==> src/rtl/baby_load_pkg.sv <==
// Shared types and sizing for the byte-stream RAM loader.
// ST_CHECK exists only when RAM_LOAD_CHECKSUM_EN is defined.
package baby_load_pkg;

  localparam int BYTES_PER_WORD = 4;
  localparam int BYTE_W         = 8;
  localparam int WORD_W         = 32;
  localparam int WORDS_DEFAULT  = 32;

  typedef enum logic [2:0] {
    ST_IDLE    = 3'd0,
    ST_COLLECT = 3'd1,
    ST_WRITE   = 3'd2,
`ifdef RAM_LOAD_CHECKSUM_EN
    ST_CHECK   = 3'd3,
`endif
    ST_DONE    = 3'd4
  } state_e;

endpackage

==> src/rtl/ram_load_ctrl_if.sv <==
// Byte-in / word-write bundle: a valid-ready byte stream plus a single-cycle store write port.
// The slave modport is the loader; the master modport is the byte source and the store.
interface ram_load_ctrl_if #(parameter int ADDR_W = 5);

  logic [baby_load_pkg::BYTE_W-1:0] byte_i;
  logic                             byte_valid_i;
  logic                             byte_ready_o;
  logic [ADDR_W-1:0]                ram_addr_o;
  logic [baby_load_pkg::WORD_W-1:0] ram_data_o;
  logic                             ram_we_o;

  modport slave (
    input  byte_i, byte_valid_i,
    output byte_ready_o, ram_addr_o, ram_data_o, ram_we_o
  );

  modport master (
    output byte_i, byte_valid_i,
    input  byte_ready_o, ram_addr_o, ram_data_o, ram_we_o
  );

endinterface

==> src/rtl/ram_load_ctrl_packer.sv <==
// Packs bytes MSB-first into a 32-bit word; word_o already includes the byte shifted this cycle.
// word_full_o flags the cycle whose accepted byte completes the word; clear_i wins over shift_en_i.
module byte_word_packer
  import baby_load_pkg::*;
(
  input  logic              clk_i,
  input  logic              reset_n_i,
  input  logic              clear_i,
  input  logic              shift_en_i,
  input  logic [BYTE_W-1:0] byte_i,
  output logic [WORD_W-1:0] word_o,
  output logic              word_full_o
);

  logic [WORD_W-1:0] word_q, word_d;
  logic [1:0]        cnt_q, cnt_d;

  always_comb begin
    word_d = word_q;
    cnt_d  = cnt_q;
    if (clear_i) begin
      word_d = '0;
      cnt_d  = '0;
    end else if (shift_en_i) begin
      word_d = {word_q[WORD_W-BYTE_W-1:0], byte_i};
      cnt_d  = cnt_q + 2'd1;
    end
  end

  always_ff @(posedge clk_i or negedge reset_n_i) begin
    if (!reset_n_i) begin
      word_q <= '0;
      cnt_q  <= '0;
    end else begin
      word_q <= word_d;
      cnt_q  <= cnt_d;
    end
  end

  assign word_o      = word_d;
  assign word_full_o = shift_en_i && !clear_i && (cnt_q == 2'd3);

endmodule

==> src/rtl/ram_load_ctrl.sv <==
// Loads WORDS 32-bit words from a byte stream into a store; write strobes one cycle after the 4th byte.
// Ready drops during WRITE/DONE; RAM_LOAD_CHECKSUM_EN adds a trailing XOR checksum byte and error_o.
module ram_load_ctrl
  import baby_load_pkg::*;
#(
  parameter int WORDS  = WORDS_DEFAULT,
  parameter int ADDR_W = 5
) (
  input  logic           clk_i,
  input  logic           reset_n_i,
  input  logic           start_i,
  input  logic           abort_i,
  ram_load_ctrl_if.slave bus,
  output logic           busy_o,
  output logic           done_o
`ifdef RAM_LOAD_CHECKSUM_EN
  ,
  output logic           error_o
`endif
);

  localparam logic [ADDR_W-1:0] LAST_ADDR = ADDR_W'(WORDS - 1);

  state_e            state_q;
  logic [ADDR_W-1:0] addr_q, ram_addr_q;
  logic [WORD_W-1:0] ram_data_q;
  logic              rdy_q, we_q, busy_q, done_q;
  logic              xfer, pk_clear, pk_shift, pk_full;
  logic [WORD_W-1:0] pk_word;
`ifdef RAM_LOAD_CHECKSUM_EN
  logic [BYTE_W-1:0] xor_q;
  logic              err_q;
`endif

  assign xfer     = bus.byte_valid_i && rdy_q;
  assign pk_clear = (state_q == ST_IDLE) ? start_i : abort_i;
  assign pk_shift = xfer && (state_q == ST_COLLECT);

  byte_word_packer u_packer (
    .clk_i       (clk_i),
    .reset_n_i   (reset_n_i),
    .clear_i     (pk_clear),
    .shift_en_i  (pk_shift),
    .byte_i      (bus.byte_i),
    .word_o      (pk_word),
    .word_full_o (pk_full)
  );

  always_ff @(posedge clk_i or negedge reset_n_i) begin
    if (!reset_n_i) begin
      state_q    <= ST_IDLE;
      addr_q     <= '0;
      ram_addr_q <= '0;
      ram_data_q <= '0;
      rdy_q      <= 1'b0;
      we_q       <= 1'b0;
      busy_q     <= 1'b0;
      done_q     <= 1'b0;
`ifdef RAM_LOAD_CHECKSUM_EN
      xor_q      <= '0;
      err_q      <= 1'b0;
`endif
    end else begin
      we_q   <= 1'b0;
      done_q <= 1'b0;
      // Abort outranks every other transition, including a completing byte or a pending WRITE exit.
      if (state_q != ST_IDLE && abort_i) begin
        state_q <= ST_IDLE;
        rdy_q   <= 1'b0;
        busy_q  <= 1'b0;
      end else begin
        case (state_q)
          ST_IDLE: begin
            if (start_i) begin
              state_q <= ST_COLLECT;
              addr_q  <= '0;
              rdy_q   <= 1'b1;
              busy_q  <= 1'b1;
`ifdef RAM_LOAD_CHECKSUM_EN
              xor_q   <= '0;
              err_q   <= 1'b0;
`endif
            end
          end
          ST_COLLECT: begin
            if (xfer) begin
`ifdef RAM_LOAD_CHECKSUM_EN
              xor_q <= xor_q ^ bus.byte_i;
`endif
              if (pk_full) begin
                state_q    <= ST_WRITE;
                rdy_q      <= 1'b0;
                we_q       <= 1'b1;
                ram_addr_q <= addr_q;
                ram_data_q <= pk_word;
              end
            end
          end
          ST_WRITE: begin
            if (addr_q == LAST_ADDR) begin
`ifdef RAM_LOAD_CHECKSUM_EN
              state_q <= ST_CHECK;
              rdy_q   <= 1'b1;
`else
              state_q <= ST_DONE;
              done_q  <= 1'b1;
`endif
            end else begin
              addr_q  <= addr_q + 1'b1;
              state_q <= ST_COLLECT;
              rdy_q   <= 1'b1;
            end
          end
`ifdef RAM_LOAD_CHECKSUM_EN
          ST_CHECK: begin
            if (xfer) begin
              err_q   <= (xor_q != bus.byte_i);
              state_q <= ST_DONE;
              rdy_q   <= 1'b0;
              done_q  <= 1'b1;
            end
          end
`endif
          ST_DONE: begin
            state_q <= ST_IDLE;
            busy_q  <= 1'b0;
          end
          default: begin
            state_q <= ST_IDLE;
            rdy_q   <= 1'b0;
            busy_q  <= 1'b0;
          end
        endcase
      end
    end
  end

  assign bus.byte_ready_o = rdy_q;
  assign bus.ram_we_o     = we_q;
  assign bus.ram_addr_o   = ram_addr_q;
  assign bus.ram_data_o   = ram_data_q;
  assign busy_o           = busy_q;
  assign done_o           = done_q;
`ifdef RAM_LOAD_CHECKSUM_EN
  assign error_o          = err_q;
`endif

endmodule
==> src/flat_wrapper.sv <==
// flat-port wrapper written by rule: the top's interface ports become plain ports
module ram_load_ctrl_flat import baby_load_pkg::*;
#(
  parameter int WORDS  = WORDS_DEFAULT,
  parameter int ADDR_W = 5
)
  (clk_i, reset_n_i, start_i, abort_i, busy_o, done_o, bus_byte_i, bus_byte_valid_i, bus_byte_ready_o, bus_ram_addr_o, bus_ram_data_o, bus_ram_we_o);
  ram_load_ctrl_if #(.ADDR_W(ADDR_W)) bus_i ();
  input  logic clk_i;
  input  logic reset_n_i;
  input  logic start_i;
  input  logic abort_i;
  output logic busy_o;
  output logic done_o;
  input wire logic [$bits(bus_i.byte_i)-1:0] bus_byte_i;
  input wire logic [$bits(bus_i.byte_valid_i)-1:0] bus_byte_valid_i;
  output wire logic [$bits(bus_i.byte_ready_o)-1:0] bus_byte_ready_o;
  output wire logic [$bits(bus_i.ram_addr_o)-1:0] bus_ram_addr_o;
  output wire logic [$bits(bus_i.ram_data_o)-1:0] bus_ram_data_o;
  output wire logic [$bits(bus_i.ram_we_o)-1:0] bus_ram_we_o;
  assign bus_i.byte_i = bus_byte_i;
  assign bus_i.byte_valid_i = bus_byte_valid_i;
  assign bus_byte_ready_o = bus_i.byte_ready_o;
  assign bus_ram_addr_o = bus_i.ram_addr_o;
  assign bus_ram_data_o = bus_i.ram_data_o;
  assign bus_ram_we_o = bus_i.ram_we_o;
  ram_load_ctrl #(.WORDS(WORDS), .ADDR_W(ADDR_W)) u_core (.clk_i(clk_i), .reset_n_i(reset_n_i), .start_i(start_i), .abort_i(abort_i), .bus(bus_i), .busy_o(busy_o), .done_o(done_o));
endmodule
==> config.mk <==
export PLATFORM = sky130hd
export DESIGN_NAME = ram_load_ctrl_flat
export DESIGN_NICKNAME = d
export VERILOG_FILES = /design/src/rtl/baby_load_pkg.sv /design/src/rtl/ram_load_ctrl_if.sv /design/src/rtl/ram_load_ctrl_packer.sv /design/src/rtl/ram_load_ctrl.sv /design/src/flat_wrapper.sv
export SDC_FILE = /design/constraint.sdc
export NUM_CORES = 1
export LEC_CHECK = 0
export CORE_ASPECT_RATIO = 1.75
export CORE_UTILIZATION = 50
export DETAILED_ROUTE_END_ITERATION = 8
export PLACE_DENSITY = 0.76
export SYNTH_ARGS = -nofsm -noshare
export SYNTH_HDL_FRONTEND = slang
export SYNTH_SLANG_ARGS = --single-unit
==> constraint.sdc <==
create_clock -name clk_i -period 2.7 [get_ports clk_i]
set_input_delay 0.54 -clock clk_i [delete_from_list [all_inputs] [get_ports clk_i]]
set_output_delay 0.54 -clock clk_i [all_outputs]
set_load 0.005 [all_outputs]
==> results.tsv, run 1 <==
metric	value	unit
part of the power in registers	51.5	%
CP Launch Type	flip-flop	
Worst EP arrival	2.55	ns
peak supply drop	400	uV
total grt overflow	0	
antenna-violating nets left	0	
Final Setup Violations	0	
switching fraction of total power	31.2	%
cell area after synthesis	3250	um2
status	finished, final reports clean	
post-synthesis sequential area ratio	57.8	%
Highest Clock Rate	0.427	GHz
max cap viols	0	
CTS clk-pin slew, worst paths	0.07	ns
Min Clock Period, post-route	2.34	ns
largest net degree at the start of global routing	76	
all-layer global routing usage	19.7	%
Core Region	6230	um2
drt wl/cell	15.7	um
FP Rows	38	
Detailed Route WL	6210	um
CP endpoint kind	flip-flop	
Ys Warns	0	
commonest cells after routing, fill and taps aside	75 x dfrtp_1, 52 x clkdlybuf4s50_1, 31 x o21ai_0	
die height	109	um
total setup buffers inserted after CTS	0	
first-pass GRT wire length	10200	um
Cells after Synth	266	
net switching power	0.772	mW
Syn Nets	282	
Port Buffers	53	
number of detailed-route iterations in the first pass	4	
io pins	54	
Max Clock Skew	0.00617	ns
total number of vias	2226	
clock latency on the worst-skew pair	0.35	ns
Cell Int Power	1.70	mW
number of fill cells	507	
Ant. Diodes	0	
worst setup path startpoint	u_core.addr_q[0]$_DFFE_PN0P_	
Final Wtd Congestion	0.841	
#FFs+latches synth	75	
CTS tree	built	
post-synth cell types	34	
unrepaired setup endpoints after global routing	no	
CP Class	reg2reg	
PD cells	623	nW/um2
clk sink count	75	
cts bufs inserted	9	
vias in the first global route	2168	
initial antenna violation count	0	
CP required	2.91	ns
DP HPWL	4010	um
DR DRC count	0	
Via density	5.62	
clk buf depth	2	
Gate power share	19.0	%
post_cts resized	0	
Finished Core Util	63.7	%
worst slew pin tran	0.918	ns
Worst Path Max Fanout	6	
CTS Hold Bufs	0	
non-filler cells, final	396	
Slew HR	38.8	%
H-tree levels	3	
syn_area_per_cell	12.2	um2
leakage	1.84	nW
leading cell type in the layout, fill and taps excluded	dfrtp_1	
reg2reg start	u_core.addr_q[0]$_DFFE_PN0P_	
Slew Limit Fails	0	
P&R area growth vs syn	22.1	%
TNS Setup	0	ns
endpoints failing hold	0	
Clk Tree Root Cell	clkbuf_8	
Nets	328	
1st-iter DRT viols	130	
clock power share	29.5	%
Die Area	6830	um2
Min-Delay Path Class	in2async	
Initial Util	52.1	%
layout cell share with drive strength beyond 1	19.9	%
Final Cycle Share	86.7	%
Horiz. Die Dim	62.9	um
placed cell count	381	
-- layer usage --
layer  global-route usage [%]  wire length [um]
met2                     31.3              3190
met1                     24.8              2630
met3                     4.11               270
met5                        0                 0
met4                     11.3               118
-- synth_stat cells --
cell type	number	area, um2
dfrtp_1	75	1880
o21ai_0	31	155
a21oi_1	29	145
nand3_1	27	135
mux2_2	19	214
mux2_4	19	285
clkbuf_1	15	56.3
buf_2	6	30.0
buf_6	4	45.0
inv_1	4	15.0
ha_1	3	37.5
nor2_1	3	11.3
a22o_1	2	17.5
and4_1	2	17.5
nand2b_1	2	12.5
nand3b_1	2	15.0
nor2b_1	2	12.5
nor3_1	2	10.0
o211ai_1	2	15.0
o311ai_0	2	17.5
or3_1	2	12.5
a211o_1	1	8.76
a311oi_1	1	8.76
a32oi_1	1	8.76
and3_1	1	6.26
and3b_1	1	8.76
mux2i_1	1	10.0
nand2_1	1	3.75
nand2b_4	1	13.8
nand4_1	1	6.26
nand4b_1	1	8.76
nand4bb_1	1	11.3
or2_0	1	6.26
or3b_2	1	8.76
-- state kept, by name (all words and copies together), names as in the netlist --
| register | flops |
|---|---|
| u_core.addr_q | 5 |
| u_core.bus.byte_ready_o | 1 |
| u_core.bus.ram_addr_o | 5 |
| u_core.bus.ram_data_o | 32 |
| u_core.bus.ram_we_o | 1 |
| u_core.busy_o | 1 |
| u_core.done_o | 1 |
| u_core.state_q | 3 |
| u_core.u_packer.cnt_q | 2 |
| u_core.u_packer.word_q | 24 |
-- worst paths after layout --
path                                                         endpoint  slack [ns]  depth (start not counted)
worst max-delay path                     u_core.addr_q[3]$_DFFE_PN0P_        0.36                          6
worst min-delay path            u_core.bus.ram_data_o[31]$_DFFE_PN0P_        0.33                          1
worst max register to register           u_core.addr_q[3]$_DFFE_PN0P_        0.36                          6
worst min register to register  u_core.bus.ram_data_o[29]$_DFFE_PN0P_        0.50                          1
max in group asynchronous        u_core.bus.ram_data_o[0]$_DFFE_PN0P_        1.78                          1
min in group clk_i              u_core.bus.ram_data_o[29]$_DFFE_PN0P_        0.50                          1
-- power by group through the flow --
stage	Sequential (mW)	Combinational (mW)	Clock, mW
6_report	1.27	0.470	0.729
4_1_cts	1.27	0.469	0.747
3_5_place_dp	1.29	0.468	0
3_3_place_gp	1.29	0.461	0
2_1_floorplan	1.26	0.352	0
5_1_grt	1.28	0.511	0.801
-- kinds of logic (layout without fill, tap and decap cells) --
| logic type | Yosys count | count (layout) | synth area share [%] |
|---|---|---|---|
| AND/OR/NAND/NOR | 51 | 51 | 9.25 |
| multiplexers | 39 | 39 | 15.7 |
| adder cells (fa/ha/maj) | 3 | 3 | 1.16 |
| AO/OA/AOI/OAI | 69 | 69 | 11.6 |
| flip-flops | 75 | 75 | 57.8 |
| buffers and inverters | 29 | 79 | 4.51 |
-- worst max-delay path, stage by stage (launching register included) --
cell	delay (ns)
dfrtp_1	0.42
ha_1	0.23
and3_1	0.19
ha_1	0.24
or3b_2	0.51
or2_0	0.24
o311ai_0	0.38
-- layout make-up --
class	count	area, um2	share of cell area (%)
clock buffer	13	149	3.76
clock inverter	2	12.5	0.316
inverter	4	15.0	0.379
multi-input combinational	162	1230	31.1
sequential	75	1880	47.3
tap	80	100	2.52
timing repair buffer	60	581	14.6
-- through the flow --
step | cell area, um2 | hold slack, ns | power (mW) | setup slack [ns]
2_1_floorplan | 3250 | 0.244 | 1.61 | 0.568
3_3_place_gp | 3800 | 0.483 | 1.75 | 0.319
3_5_place_dp | 3800 | 0.491 | 1.76 | 0.299
4_1_cts | 3970 | 0.358 | 2.49 | 0.341
5_1_grt | 3970 | 0.409 | 2.59 | 0.219
6_report | 3970 | 0.327 | 2.47 | 0.359
(Power assumes the default switching activity.)
==> inputs of run 2 (changes only) <==
--- a/config.mk
+++ b/config.mk
@@ -8,7 +8,8 @@
 export CORE_ASPECT_RATIO = 1.75
 export CORE_UTILIZATION = 50
 export DETAILED_ROUTE_END_ITERATION = 8
-export PLACE_DENSITY = 0.76
+export PLACE_DENSITY = 0.75
 export SYNTH_ARGS = -nofsm -noshare
 export SYNTH_HDL_FRONTEND = slang
+export SYNTH_HIERARCHICAL = 1
 export SYNTH_SLANG_ARGS = --single-unit
==> results.tsv, run 2 <==
metric	value	unit	change
WP buf/inv	2		was 0
leading cell type in the layout, fill and taps excluded	dfrtp_1		unchanged
commonest cells after routing, fill and taps aside	83 x dfrtp_1, 52 x clkdlybuf4s50_1, 37 x nor2_1		was 75 x dfrtp_1, 52 x clkdlybuf4s50_1, 31 x o21ai_0
Via density	5.30		was 5.62
xor/xnor share of the synthesized area	0.245	%	was 0%
EDFF count, synth	0		unchanged
cell area after synthesis	3580	um2	was 3250 um2
Post-Synth Adder-Cell Area	1.05	%	was 1.16%
leakage	2.05	nW	was 1.84 nW
Cells after Synth	259		was 266
post_cts resized	0		unchanged
Critical Path Sink	u_core/bus.ram_data_o[4]$_DFFE_PN0P_		was u_core.addr_q[3]$_DFFE_PN0P_
post-synth cell types	37		was 34
Synth top cells by count	83 x dfrtp_1, 38 x nor2_1, 34 x mux2i_1		was 75 x dfrtp_1, 31 x o21ai_0, 29 x a21oi_1
simple-gate share of the synthesized area	9.29	%	was 9.25%
CP Launch Type	input port		was flip-flop
number of fill cells	533		was 507
number of detailed-route iterations in the first pass	4		unchanged
endpoints failing hold	0		unchanged
worst setup path startpoint	bus_byte_valid_i		was u_core.addr_q[0]$_DFFE_PN0P_
Slew HR	70.4	%	was 38.8%
cts bufs inserted	9		unchanged
CP required	2.91	ns	about the same
Port Buffers	53		unchanged
mux cell area share after synthesis	23.4	%	was 15.7%
post-synthesis sequential area ratio	58.0	%	was 57.8%
syn_area_per_cell	13.8	um2	was 12.2 um2
Final Cycle Share	85.4	%	was 86.7%
Initial Util	51.8	%	was 52.1%
met1 Usage GRT	24.1	%	was 24.8%
Nets	329		was 328
clk sink count	83		was 75
reg2reg start	u_core/state_q[2]$_DFFE_PN0P_		was u_core.addr_q[0]$_DFFE_PN0P_
reg2reg path depth	7		was 6
register area	2080	um2	was 1880 um2
max cap viols	0		unchanged
Horiz. Die Dim	66.0	um	was 62.9 um
Synth top area share	58.0	%	was 57.8%
1st-iter DRT viols	146		was 130
vias in the first global route	2171		was 2168
PD cells	625	nW/um2	was 623 nW/um2
cells along the critical path	clkdlybuf4s50_1, nand4b_1, nor2_4, and3b_1, nand3_1, and2b_2, buf_12, mux2_2		was ha_1, and3_1, ha_1, or3b_2, or2_0, o311ai_0
Final Wtd Congestion	0.789		was 0.841
DP HPWL	4550	um	was 4010 um
Worst Path Max Fanout	20		was 6
largest family of logic cells by synthesized area	multiplexers		unchanged
worst slew pin tran	0.442	ns	was 0.918 ns
Syn Nets	275		was 282
#FFs+latches synth	83		was 75
CTS clk-pin slew, worst paths	0.06	ns	was 0.07 ns
layout cell share with drive strength beyond 1	21.1	%	was 19.9%
reg-to-reg endpoint	u_core/bus.ram_data_o[4]$_DFFE_PN0P_		was u_core.addr_q[3]$_DFFE_PN0P_
Ant. Diodes	0		unchanged
post-synthesis compound-gate area fraction	2.69	%	was 11.6%
Ys Warns	6		was 0
cell taking the most area after synthesis	dfrtp_1		unchanged
Final Setup Violations	0		unchanged
peak supply drop	362	uV	was 400 uV
ys async rst share	100	%	unchanged
largest net degree at the start of global routing	84		was 76
Clk Tree Root Cell	clkbuf_16		was clkbuf_8
GR Util met2	32.5	%	was 31.3%
antenna-violating nets left	0		unchanged
DR DRC count	0		unchanged
Multi-input gate area	1330	um2	was 1230 um2
CTS Hold Bufs	0		unchanged
TNS Setup	0	ns	unchanged
total number of vias	2131		was 2226
ys flop type	dfrtp_1		unchanged
initial antenna violation count	0		unchanged
count leader, synth	dfrtp_1		unchanged
Detailed Route WL	6770	um	was 6210 um
total power	2.80	mW	was 2.47 mW
Stages on worst setup path	8		was 6
H-tree levels	3		unchanged
Highest Clock Rate	0.434	GHz	was 0.427 GHz
die height	114	um	was 109 um
CTS tree	built		unchanged
P&R area growth vs syn	25.1	%	was 22.1%
CP Class	in2reg		was reg2reg
CP endpoint kind	flip-flop		unchanged
Min-Delay Path Class	in2async		unchanged
Die Area	7520	um2	was 6830 um2
unrepaired setup endpoints after global routing	no		unchanged
CP peak stage delay	0.49	ns	was 0.51 ns
register-to-register setup slack	0.45	ns	was 0.36 ns
all-layer global routing usage	19.8	%	was 19.7%
Top Usage Layer GRT	met2		unchanged
total grt overflow	0		unchanged
first-pass GRT wire length	10900	um	was 10200 um
FP Rows	40		was 38
GR Util met3	5.90	%	was 4.11%
io pins	54		unchanged
slowest CP cell	clkdlybuf4s50_1		was or3b_2
Worst EP arrival	2.52	ns	was 2.55 ns
ranking of synthesized cells by area	dfrtp_1 58%, mux2i_1 9.5%, mux2_4 8.0%		was dfrtp_1 58%, mux2_4 8.8%, mux2_2 6.6%
Core Region	6910	um2	was 6230 um2
drt wl/cell	16.8	um	was 15.7 um
total setup buffers inserted after CTS	0		unchanged
clock latency on the worst-skew pair	0.33	ns	was 0.35 ns
status	finished, final reports clean		unchanged
Max Clock Skew	0.00452	ns	was 0.00617 ns
clk buf depth	2		unchanged
Min Clock Period, post-route	2.31	ns	was 2.34 ns
Slew Limit Fails	0		unchanged
CP delay by family, top	simple AND/OR/NAND/NOR gates		unchanged
[run 2: kinds of logic after synthesis]
group                      after synthesis
muxes                                   72
AOI/OAI and AO/OA                       15
buffers and inverters                   20
and+or+nand+nor                         65
adders and majority gates                3
DFF                                     83
xor gates and xnor gates                 1
[run 2: worst reg2reg max path: stages (launching register included)]
cell,delay [ns]
dfrtp_1,0.50
nor3_1,0.35
o21ai_2,0.09
and3b_1,0.21
nand3_1,0.12
and2b_2,0.31
buf_12,0.19
mux2_2,0.36
[run 2: final cells by class]
class | count | area share, %
sequential | 83 | 46.4
multi-input combinational | 156 | 29.6
inverter | 3 | 0.251
clock inverter | 5 | 1.68
timing repair buffer | 60 | 14.1
tap | 84 | 2.35
clock buffer | 11 | 5.64
[run 2: worst min-delay path by stage]
stage	start	end	slack (ns)	cells past startpoint
after floorplan	reset_n_i	u_core/addr_q[0]$_DFFE_PN0P_	0.24	0
after global placement	u_core/bus.ram_data_o[29]$_DFFE_PN0P_	u_core/bus.ram_data_o[29]$_DFFE_PN0P_	0.50	1
after detailed placement	u_core/bus.ram_data_o[14]$_DFFE_PN0P_	u_core/bus.ram_data_o[14]$_DFFE_PN0P_	0.49	1
after CTS	reset_n_i	u_core/done_o$_DFF_PN0_	0.24	2
after global routing	reset_n_i	u_core/addr_q[4]$_DFFE_PN0P_	0.23	2
final	reset_n_i	u_core/addr_q[4]$_DFFE_PN0P_	0.22	2
[run 2: layer usage]
layer | vias up | routed length [um]
met3 | 9 | 193
met5 | - | 0
li1 | 1009 | -
met2 | 36 | 3750
met4 | 0 | 109
met1 | 1077 | 2720
[run 2: per-stage QoR]
stage | cells | utilization (%) | setup WS, ns | area, um2 | hold slack [ns]
global placement | 386 | 60.1 | 0.142 | 4150 | 0.496
finish | 402 | 64.9 | 0.395 | 4480 | 0.218
detailed placement | 386 | 60.1 | 0.0758 | 4150 | 0.493
floorplan | 259 | - | 0.360 | 3580 | 0.244
global route | 402 | 64.9 | 0.338 | 4480 | 0.232
CTS | 402 | 64.9 | 0.427 | 4480 | 0.242
[run 2: power breakdown]
| group | switching, mW | internal (mW) | total [mW] |
|---|---|---|---|
| sequential | 0.0225 | 1.27 | 1.29 |
| clock | 0.457 | 0.855 | 1.31 |
| combinational | 0.117 | 0.0834 | 0.200 |
| total | 0.596 | 2.21 | 2.80 |
==> patch (flow settings as in run 1) <==
The 4 states of `state_e` get a one-hot encoding in 4 bits.
--- a/src/rtl/baby_load_pkg.sv
+++ b/src/rtl/baby_load_pkg.sv
@@ -9,6 +9,6 @@
 
-  typedef enum logic [2:0] {
-    ST_IDLE    = 3'd0,
-    ST_COLLECT = 3'd1,
-    ST_WRITE   = 3'd2,
+  typedef enum logic [3:0] {
+    ST_IDLE    = 4'b0001,
+    ST_COLLECT = 4'b0010,
+    ST_WRITE   = 4'b0100,
 `ifdef RAM_LOAD_CHECKSUM_EN
@@ -16,3 +16,3 @@
 `endif
-    ST_DONE    = 3'd4
+    ST_DONE    = 4'b1000
   } state_e;
Formal check against the unedited RTL: no difference found for any inputs over 10 cycles, from zero or initial values and one cycle with reset_n_i low; not proved beyond that.
==> patch against run 1 <==
Sequential cell count grew 1. Routed wire length grew 4.3%. Power is 2.2% higher. Area after synthesis is 5.0% lower. Die area decreased by 4.9%. Utilization up 2.7 points. Setup slack improved by 170 ps. Design area is 0.76% lower. Largest power group unchanged. Highest routed layer unchanged.
==> patch: results <==
[worst_setup_path]
cp_slowest_stage_delay_ps = 530
rr_endpoint = u_core.bus.ram_data_o[5]
rrSetupSlack_ps = 520

[pwr]
power_mw = 2.52
leakage_nw = 1.73
pwr-share-seq_pct = 48.7
peakVddDrop_v = 0.000581
clock_power_share_pct = 37.8

[global_routing]
grt.met3_usage_pct = 5.64
met1_usage_pct = 29.6
grt_max_degree = 77

[logic_synthesis]
avgSynthCellArea_um2 = 11.4
synth.top_cells.by_count = dfrtp_1 (75), nand2_1 (56), o22a_1 (32)
synth-compound-area-share_pct = 17.0
synth-xor-area-share_pct = 0.852
yosys.cell_types.count = 41

[drt]
route.met2.wl_mm = 3.54
wl_met3_um = 204
vias = 2263
routed_wl_mm = 6.47

[finish]
final_nets = 342
multi_input_gates = 173
synthToLayoutAreaGrowth_pct = 27.6

[place]
gp_congestion = 0.797

[run_status]
status = finished, final reports clean

[timing]
worstMarginPinSlew_ps = 925
-- patch: changes by cell type in the layout (fill, tap and decap cells not counted), moves of 4 or more --
cell / before / now
mux2_2: 19 / 6
buf_4: 8 / 12
nand2_1: 1 / 56
o21ai_0: 31 / 7
nand3_1: 27 / 1
mux2_4: 19 / 0
o22a_1: 0 / 32
-- patch: how the worst max path moves through the flow --
| stage | from | end | slack [ps] | cells after the start |
|---|---|---|---|---|
| after detailed placement | bus_byte_valid_i | u_core.bus.ram_data_o[30] | 170 | 6 |
| final | u_core.state_q[3] | u_core.bus.ram_data_o[5] | 520 | 5 |
| after global routing | u_core.addr_q[0] | u_core.addr_q[2] | 360 | 7 |
| after floorplan | u_core.state_q[0] | u_core.bus.ram_data_o[0] | 450 | 6 |
| after CTS | u_core.state_q[3] | u_core.bus.ram_data_o[5] | 510 | 5 |
| after global placement | bus_byte_valid_i | u_core.bus.ram_data_o[7] | 210 | 6 |
